File: src/rtl/trivium_pkg.sv
// trivium_pkg: Trivium geometry, tap positions, FSM states and key/IV state loader.
// State bit s_i (1-based, as in the cipher description) lives at vector index i-1.
package trivium_pkg;

    localparam int STATE_W    = 288;
    localparam int INIT_STEPS = 1152;

    localparam int S66  = 66;
    localparam int S93  = 93;
    localparam int S91  = 91;
    localparam int S92  = 92;
    localparam int S171 = 171;
    localparam int S162 = 162;
    localparam int S177 = 177;
    localparam int S175 = 175;
    localparam int S176 = 176;
    localparam int S264 = 264;
    localparam int S243 = 243;
    localparam int S288 = 288;
    localparam int S286 = 286;
    localparam int S287 = 287;
    localparam int S69  = 69;

    typedef enum logic [1:0] {IDLE, INIT, RUN} state_e;

    function automatic logic tap(input logic [STATE_W-1:0] s, input int n);
        return s[n-1];
    endfunction

    // K1 = key[79] lands in s1, IV1 = iv[79] in s94; s286..s288 preset to 1.
    function automatic logic [STATE_W-1:0] trivium_load(input logic [79:0] key, input logic [79:0] iv);
        logic [STATE_W-1:0] s;
        s = '0;
        for (int i = 0; i < 80; i++) begin
            s[i]      = key[79-i];
            s[93 + i] = iv[79-i];
        end
        s[287:285] = 3'b111;
        return s;
    endfunction

endpackage

File: src/rtl/trivium_round.sv
// trivium_round: W Trivium steps unrolled combinationally; first step's keystream bit lands in z[W-1].
module trivium_round
    import trivium_pkg::*;
#(
    parameter int W = 8
) (
    input  logic [STATE_W-1:0] s_i,
    output logic [STATE_W-1:0] s_o,
    output logic [W-1:0]       z
);

    logic [STATE_W-1:0] s;
    logic t1, t2, t3;

    always_comb begin
        s  = s_i;
        z  = '0;
        t1 = 1'b0;
        t2 = 1'b0;
        t3 = 1'b0;
        for (int i = 0; i < W; i++) begin
            t1 = tap(s, S66) ^ tap(s, S93);
            t2 = tap(s, S162) ^ tap(s, S177);
            t3 = tap(s, S243) ^ tap(s, S288);
            z[W-1-i] = t1 ^ t2 ^ t3;
            t1 = t1 ^ (tap(s, S91) & tap(s, S92)) ^ tap(s, S171);
            t2 = t2 ^ (tap(s, S175) & tap(s, S176)) ^ tap(s, S264);
            t3 = t3 ^ (tap(s, S286) & tap(s, S287)) ^ tap(s, S69);
            // three register shifts: t3 -> s1, t1 -> s94, t2 -> s178
            s = {s[286:177], t2, s[175:93], t1, s[91:0], t3};
        end
        s_o = s;
    end

endmodule

File: src/rtl/trivium_stream.sv
// trivium_stream: handshaked Trivium XOR engine, W keystream bits per accepted word.
// The cipher state only advances in INIT and on accepted words, so stalls never skip keystream.
module trivium_stream
    import trivium_pkg::*;
#(
    parameter int W     = 8,
    parameter int LEN_W = 16
) (
    input  logic             clk,
    input  logic             reset,
    input  logic             start,
    input  logic [79:0]      key,
    input  logic [79:0]      iv,
    input  logic [LEN_W-1:0] len,
    input  logic [W-1:0]     in_data,
    input  logic             in_valid,
    output logic             in_ready,
    output logic [W-1:0]     out_data,
    output logic             out_valid,
    input  logic             out_ready,
    output logic             busy,
    output logic             done
);

    localparam int INIT_CYC = INIT_STEPS / W;
    localparam int IC_W     = $clog2(INIT_CYC + 1);

    if (!(W inside {1, 2, 4, 8, 16, 32, 64})) begin : g_bad_w
        $error("trivium_stream: W must be one of 1, 2, 4, 8, 16, 32, 64");
    end

    state_e             state_q, state_d;
    logic [STATE_W-1:0] st_q, st_d, st_nxt;
    logic [LEN_W-1:0]   cnt_q, cnt_d;
    logic [IC_W-1:0]    ic_q, ic_d;
    logic [W-1:0]       out_data_q, out_data_d, z;
    logic               out_valid_q, out_valid_d, done_q, done_d;
    logic               accept, drain;

    trivium_round #(.W(W)) u_round (
        .s_i (st_q),
        .s_o (st_nxt),
        .z   (z)
    );

    assign in_ready  = (state_q == RUN) && (cnt_q != '0) && (!out_valid_q || out_ready);
    assign accept    = in_valid && in_ready;
    assign drain     = out_valid_q && out_ready;
    assign out_data  = out_data_q;
    assign out_valid = out_valid_q;
    assign busy      = state_q != IDLE;
    assign done      = done_q;

    always_comb begin
        state_d     = state_q;
        st_d        = st_q;
        cnt_d       = cnt_q;
        ic_d        = ic_q;
        out_data_d  = out_data_q;
        out_valid_d = out_valid_q;
        done_d      = 1'b0;
        case (state_q)
            IDLE: if (start) begin
                state_d = INIT;
                st_d    = trivium_load(key, iv);
                cnt_d   = len;
                ic_d    = IC_W'(INIT_CYC);
            end
            INIT: begin
                st_d = st_nxt;
                ic_d = ic_q - 1'b1;
                if (ic_q == IC_W'(1)) begin
                    state_d = (cnt_q == '0) ? IDLE : RUN;
                    done_d  = cnt_q == '0;
                end
            end
            RUN: begin
                if (drain) out_valid_d = 1'b0;
                if (accept) begin
                    out_data_d  = in_data ^ z;
                    out_valid_d = 1'b1;
                    st_d        = st_nxt;
                    cnt_d       = cnt_q - 1'b1;
                end
                if (drain && cnt_q == '0) begin
                    state_d = IDLE;
                    done_d  = 1'b1;
                end
            end
            default: state_d = IDLE;
        endcase
    end

    always_ff @(posedge clk or posedge reset) begin
        if (reset) begin
            state_q     <= IDLE;
            st_q        <= '0;
            cnt_q       <= '0;
            ic_q        <= '0;
            out_data_q  <= '0;
            out_valid_q <= 1'b0;
            done_q      <= 1'b0;
        end else begin
            state_q     <= state_d;
            st_q        <= st_d;
            cnt_q       <= cnt_d;
            ic_q        <= ic_d;
            out_data_q  <= out_data_d;
            out_valid_q <= out_valid_d;
            done_q      <= done_d;
        end
    end

endmodule

File: config.mk
export PLATFORM = sky130hd
export DESIGN_NAME = trivium_stream
export DESIGN_NICKNAME = d
export VERILOG_FILES = /design/src/rtl/trivium_pkg.sv /design/src/rtl/trivium_round.sv /design/src/rtl/trivium_stream.sv
export SDC_FILE = /design/constraint.sdc
export NUM_CORES = 1
export LEC_CHECK = 0
export BUFFER_PORTS_ARGS = -buffer_cell sky130_fd_sc_hd__buf_2
export CORE_MARGIN = 2
export CORE_UTILIZATION = 59
export CTS_BUF_LIST = sky130_fd_sc_hd__clkbuf_8 sky130_fd_sc_hd__clkbuf_16
export DETAILED_ROUTE_END_ITERATION = 8
export PLACE_DENSITY = 0.84
export SKIP_CTS_REPAIR_TIMING = 1
export SLEW_MARGIN = 20
export SYNTH_ARGS = -nofsm -noshare
export SYNTH_HDL_FRONTEND = slang
export SYNTH_SLANG_ARGS = --single-unit
File: constraint.sdc
create_clock -name clk -period 15.29 [get_ports clk]
set_clock_uncertainty 0.15 [all_clocks]
set_input_delay 3.8225 -clock clk [delete_from_list [all_inputs] [get_ports clk]]
set_output_delay 3.8225 -clock clk [all_outputs]
set_load 0.02 [all_outputs]
**After elaboration in Yosys (flattened, before gate mapping)**

Cells that the tools add are included.

- Output and inout bits: 12
- Input port bits: 189
- Word-level logic and storage cells: 168
- Register bits after elaboration: 324

- Equal/unequal tests: 7
- Bitwise gates (word level): 113
- $add $sub $neg: 2
- Reduce and logical (&&, ||, !) cells: 21
- Muxes and demuxes: 18

Operator list:

| cell | number |
|---|---|
| one-hot mux 288 bit (3 select lines) | 1 |
| 2-to-1 mux 288 bit | 2 |
| XOR 1 bit | 88 |
| 2-to-1 mux 16 bit | 2 |
| one-hot mux 16 bit (2 select lines) | 1 |
| bitwise AND 1 bit | 24 |
| zero test 16 bit | 1 |
| one-hot mux 8 bit (2 select lines) | 1 |
| nonzero test 16 bit | 1 |
| subtractor 16 x 1 -> 16 bit, second input constant | 1 |
| AND reduction 3 bit | 3 |
| == test 8 x 1 -> 1 bit, second input constant | 1 |
| 2-to-1 mux 2 bit | 4 |
| 2-to-1 mux 8 bit | 1 |
| nonzero test 2 bit | 4 |
| subtractor 8 x 1 -> 8 bit, second input constant | 1 |
| XOR 8 bit | 1 |
| != test 2 bit, second input constant | 3 |
| one-hot mux 2 bit (3 select lines) | 1 |
| AND reduction 2 bit | 3 |
| logical AND 1 bit | 5 |
| 2-to-1 mux 1 bit | 4 |
| nonzero test 3 bit | 1 |
| == test 2 x 1 -> 1 bit, second input constant | 1 |
| other kinds (6) | 6 |

**Depth between registers and ports, before layout**

- Word-level depth: 6
- Gate-level depth with buffers: 10
- Depth with buffers taken out: 7

**Modules after synthesis**

From an unflattened synthesis, not the netlist that was laid out.

- Cell total of the unflattened synthesis: 1,648
- Area, all modules: 19,168.4 um2

Modules (own cells, without submodules):

| module | times used | area an instance (um2) | sequential area each (um2) | cells each |
|---|---|---|---|---|
| trivium_stream | 1 | 16,019.1 | 8,107.8 | 1,301 |
| trivium_round | 1 | 3,149.3 | 0.0 | 347 |

**Worst setup path after synthesis**

Ideal clock, no wire load.

- Kind: in2out
- Start: in out_ready
- End: out in_ready
- Data arrival time: 4.217 ns
- Path slack: 7.100 ns
- Path buffers: 0
- Data required time: 11.318 ns
- Cell stages on the path: 2
- Cells stage by stage: nand2b_1 and3_1

- Word-level cells in the longest chain between the ends: 2

Ends and longest elaborated chain:

| item | RTL line | source |
|---|---|---|
| from (decl) | trivium_stream.sv:20 | `input logic out_ready,` |
| logical OR 1 bit | trivium_stream.sv:46 | `assign in_ready = (state_q == RUN) && (cnt_q != '0) && (!out_valid_q \|\| out_ready);` |
| logical AND 1 bit | trivium_stream.sv:46 |  |
| to (decl) | trivium_stream.sv:17 | `output logic in_ready,` |

No other way between the ends.

**Final worst setup path**

Ends and elaborated chain as after synthesis.

==> results.tsv <==
stage	metric	value	unit
clock_tree	cts_tree	yes	
clock_tree	clkSlewWorstSetupHoldPaths	60	ps
critical_path	cp-end-kind	output port	
grt	grt_overflow	0	
grt	antenna_found_initial	4	
power	power_density	208	nW/um^2
route	route.detailed.wl_per_inst	17.9	um
route	dr.pass1.iters	6	
sta	period_share	55.0	%
min_path	worstHoldStart	out_data[7]$_DFFE_PP0P_	
final_layout	fin_util	68.6	%
power	power	3970	uW
route	routed_wl	35.4	mm
grt	first_global_vias	11092	
sta	finalHoldViolCount	0	
status	status	completed	
clock_tree	worst_skew_pair.late_latency	510	ps
die	die_area	29700	sq um
die	rows	61	
clock_tree	cts_htree_levels	2	
sta	max_freq	119	MHz
synthesis	synth-edff-count	0	
synthesis	seq_area_frac_synth	48.4	%
power	peakVddDrop	0.132	mV
job	drv_cap	0	
sta	rsz0062_at_grt	false	
die	die_h	172	um
power	p_seq_share	35.9	%
grt	grt_max_degree	174	
route	ant_nets	0	
critical_path	reg2reg_depth	7	
final_layout	regArea	8110	sq um
synthesis	synth.area.top_cells	dfrtp_1, mux2_2, mux2_4	
final_layout	synthToLayoutAreaGrowth	14.2	%
power	switching_share	33.6	%
clock_tree	root_buffer	clkbuf_16	
synthesis	yosysTopAreaCellShare	48.4	%
critical_path	rr_endpoint	st_q[164]$_DFFE_PP0P_	
sta	period_needed	8420	ps
sta	finalSetupViolations	0	
power	intPower	2640	uW
die	die_w	172	um
critical_path	path_class	in2out	
die	coreArea	27900	sq um
synthesis	synth_nets	1602	
min_path	worstHoldPathCells	2	
power	p_leak	0.00906	uW
critical_path	reg2reg_from	state_q[0]$_DFFE_PP0P_	
route	dr.first_iter.drc_count	892	
placed_design	finalWeightedCongestion	0.888	
clock_tree	cts_buffers	35	
min_path	worstHoldEndpoint	out_data[7]$_DFFE_PP0P_	
synthesis	async_flop_share	100	%
synthesis	yosys_warnings	0	
grt	groute.usage.overall	24.1	%
final_layout	drive_above_1_share	37.0	%
die	pin_count	201	
synthesis	yosysUniqueCellTypes	43	
power	clock_power_share	21.5	%
sta	report.final.slew_viol_count	0	
synthesis	yosysTopAreaCell	dfrtp_1	
sta	maxSlewHeadroom	27.7	%
critical_path	crit_path_max_fanout	4	
critical_path	crit_required	11320	ps
sta	worst_pin_slew	1080	ps
min_path	hold_path.class	reg2reg	
final_layout	fin_nets	1773	
final_layout	multi_input_area	7750	sq um
sta	fin_tns_setup	0	ps
route	viasPerCell	5.39	
route	vias	10680	
route	drc	0	
clock_tree	cts.sinks	324	
synthesis	ys.flop_type	dfrtp_1	
power	power_frac_comb	42.6	%
critical_path	start_kind	input pin	
clock_tree	cts_buffer_depth	3	
final_layout	fillers	2031	
synthesis	synth_cells	1405	
die	start_util	60.1	%
placed_design	portBuffers	200	
synthesis	ys_seq_elements	324	
synthesis	syn-cell-area	16700	sq um
critical_path	ff2ff_setup_slack	10560	ps
critical_path	cp_data_arrival_time	4440	ps
synthesis	syn_area_per_cell	11.9	sq um
grt	grt_pass1_wl	56.8	mm
placed_design	dp_hpwl	23.5	mm
power	power_switching	1340	uW
-- synthesized netlist by cell type (all sizes together), types with 5 or more instances --
master  instances
nor4            5
mux2i         129
ha              8
dfrtp         324
a31oi           8
nand3           5
nor3            8
buf            36
mux2          323
clkbuf         37
inv           135
nor2           20
xnor2          83
nand2         183
xor2           18
a21oi          17
o22a            5
nand2b          5
o21ai          26
-- layout by cell type, fill, tap and decap left out, types with 18 or more instances in the layout --
cell / count
xnor2_1: 83
buf_2: 200
dfrtp_1: 324
clkbuf_16: 37
mux2i_1: 129
nor2_1: 20
nand2_1: 183
inv_1: 139
o21ai_0: 26
xor2_1: 18
mux2_4: 95
mux2_2: 228
-- final cells by class --
type                       instances  share of cell area (%)
clock inverter                    15                   0.641
timing repair buffer             207                    5.71
clock buffer                      46                    5.49
tap                              378                    2.47
antenna                            2                  0.0262
inverter                         135                    2.72
sequential                       324                    42.4
multi-input combinational        873                    40.5
-- worst max-delay path by stage --
stage               from                    to  slack, ps
4_1_cts        out_ready              in_ready       6880
3_3_place_gp   out_ready              in_ready       6890
6_report       out_ready              in_ready       6870
5_1_grt        out_ready              in_ready       6830
2_1_floorplan      reset  cnt_q[0]$_DFFE_PP0P_       2350
3_5_place_dp   out_ready              in_ready       6880
-- flip-flops by register name (all words and copies together) (netlist names) --
register	cells
cnt_q	16
out_data	8
state_q	2
out_valid	1
done	1
st_q	288
ic_q	8
-- logic make-up after synthesis --
logic type	count (synthesis)	share of synthesized area (%)
DFF	324	48.4
and+or+nand+nor	243	6.24
buffers and inverters	208	5.40
adders and majority gates	8	0.598
muxes	452	31.6
AOI/OAI and AO/OA	69	2.47
xor gates and xnor gates	101	5.28
-- layer usage --
| metal | vias to the layer above | global-route usage, % | routed length [um] |
|---|---|---|---|
| li1 | 5036 | - | - |
| met1 | 5283 | 32.2 | 15700 |
| met2 | 304 | 39.7 | 16400 |
| met3 | 53 | 5.79 | 2460 |
| met4 | 4 | 6.36 | 716 |
| met5 | - | 0 | 26 |
-- through the flow --
stage | cells | setup WS [ps] | cell area, sq um | hold WS [ps]
final | 1980 | 6870 | 19100 | 323
after CTS | 1978 | 6880 | 19100 | 330
after detailed placement | 1917 | 6880 | 17900 | 314
after floorplan | 1405 | 2350 | 16700 | 316
after global routing | 1978 | 6830 | 19100 | 349
after global placement | 1917 | 6890 | 17900 | 308
-- power by group through the flow --
stage	logic, uW	clock network [uW]	registers (uW)
after floorplan	1400	0	1360
after global placement	1640	0	1410
after detailed placement	1680	0	1430
after CTS	1700	869	1420
after global routing	1830	905	1460
final	1690	854	1420
-- worst max-delay path, cell delays in order --
cell and delay (ps):
buf_2 120, nand2b_1 180, and3_1 170, buf_2 150
Power figures use the tool's default switching activity.
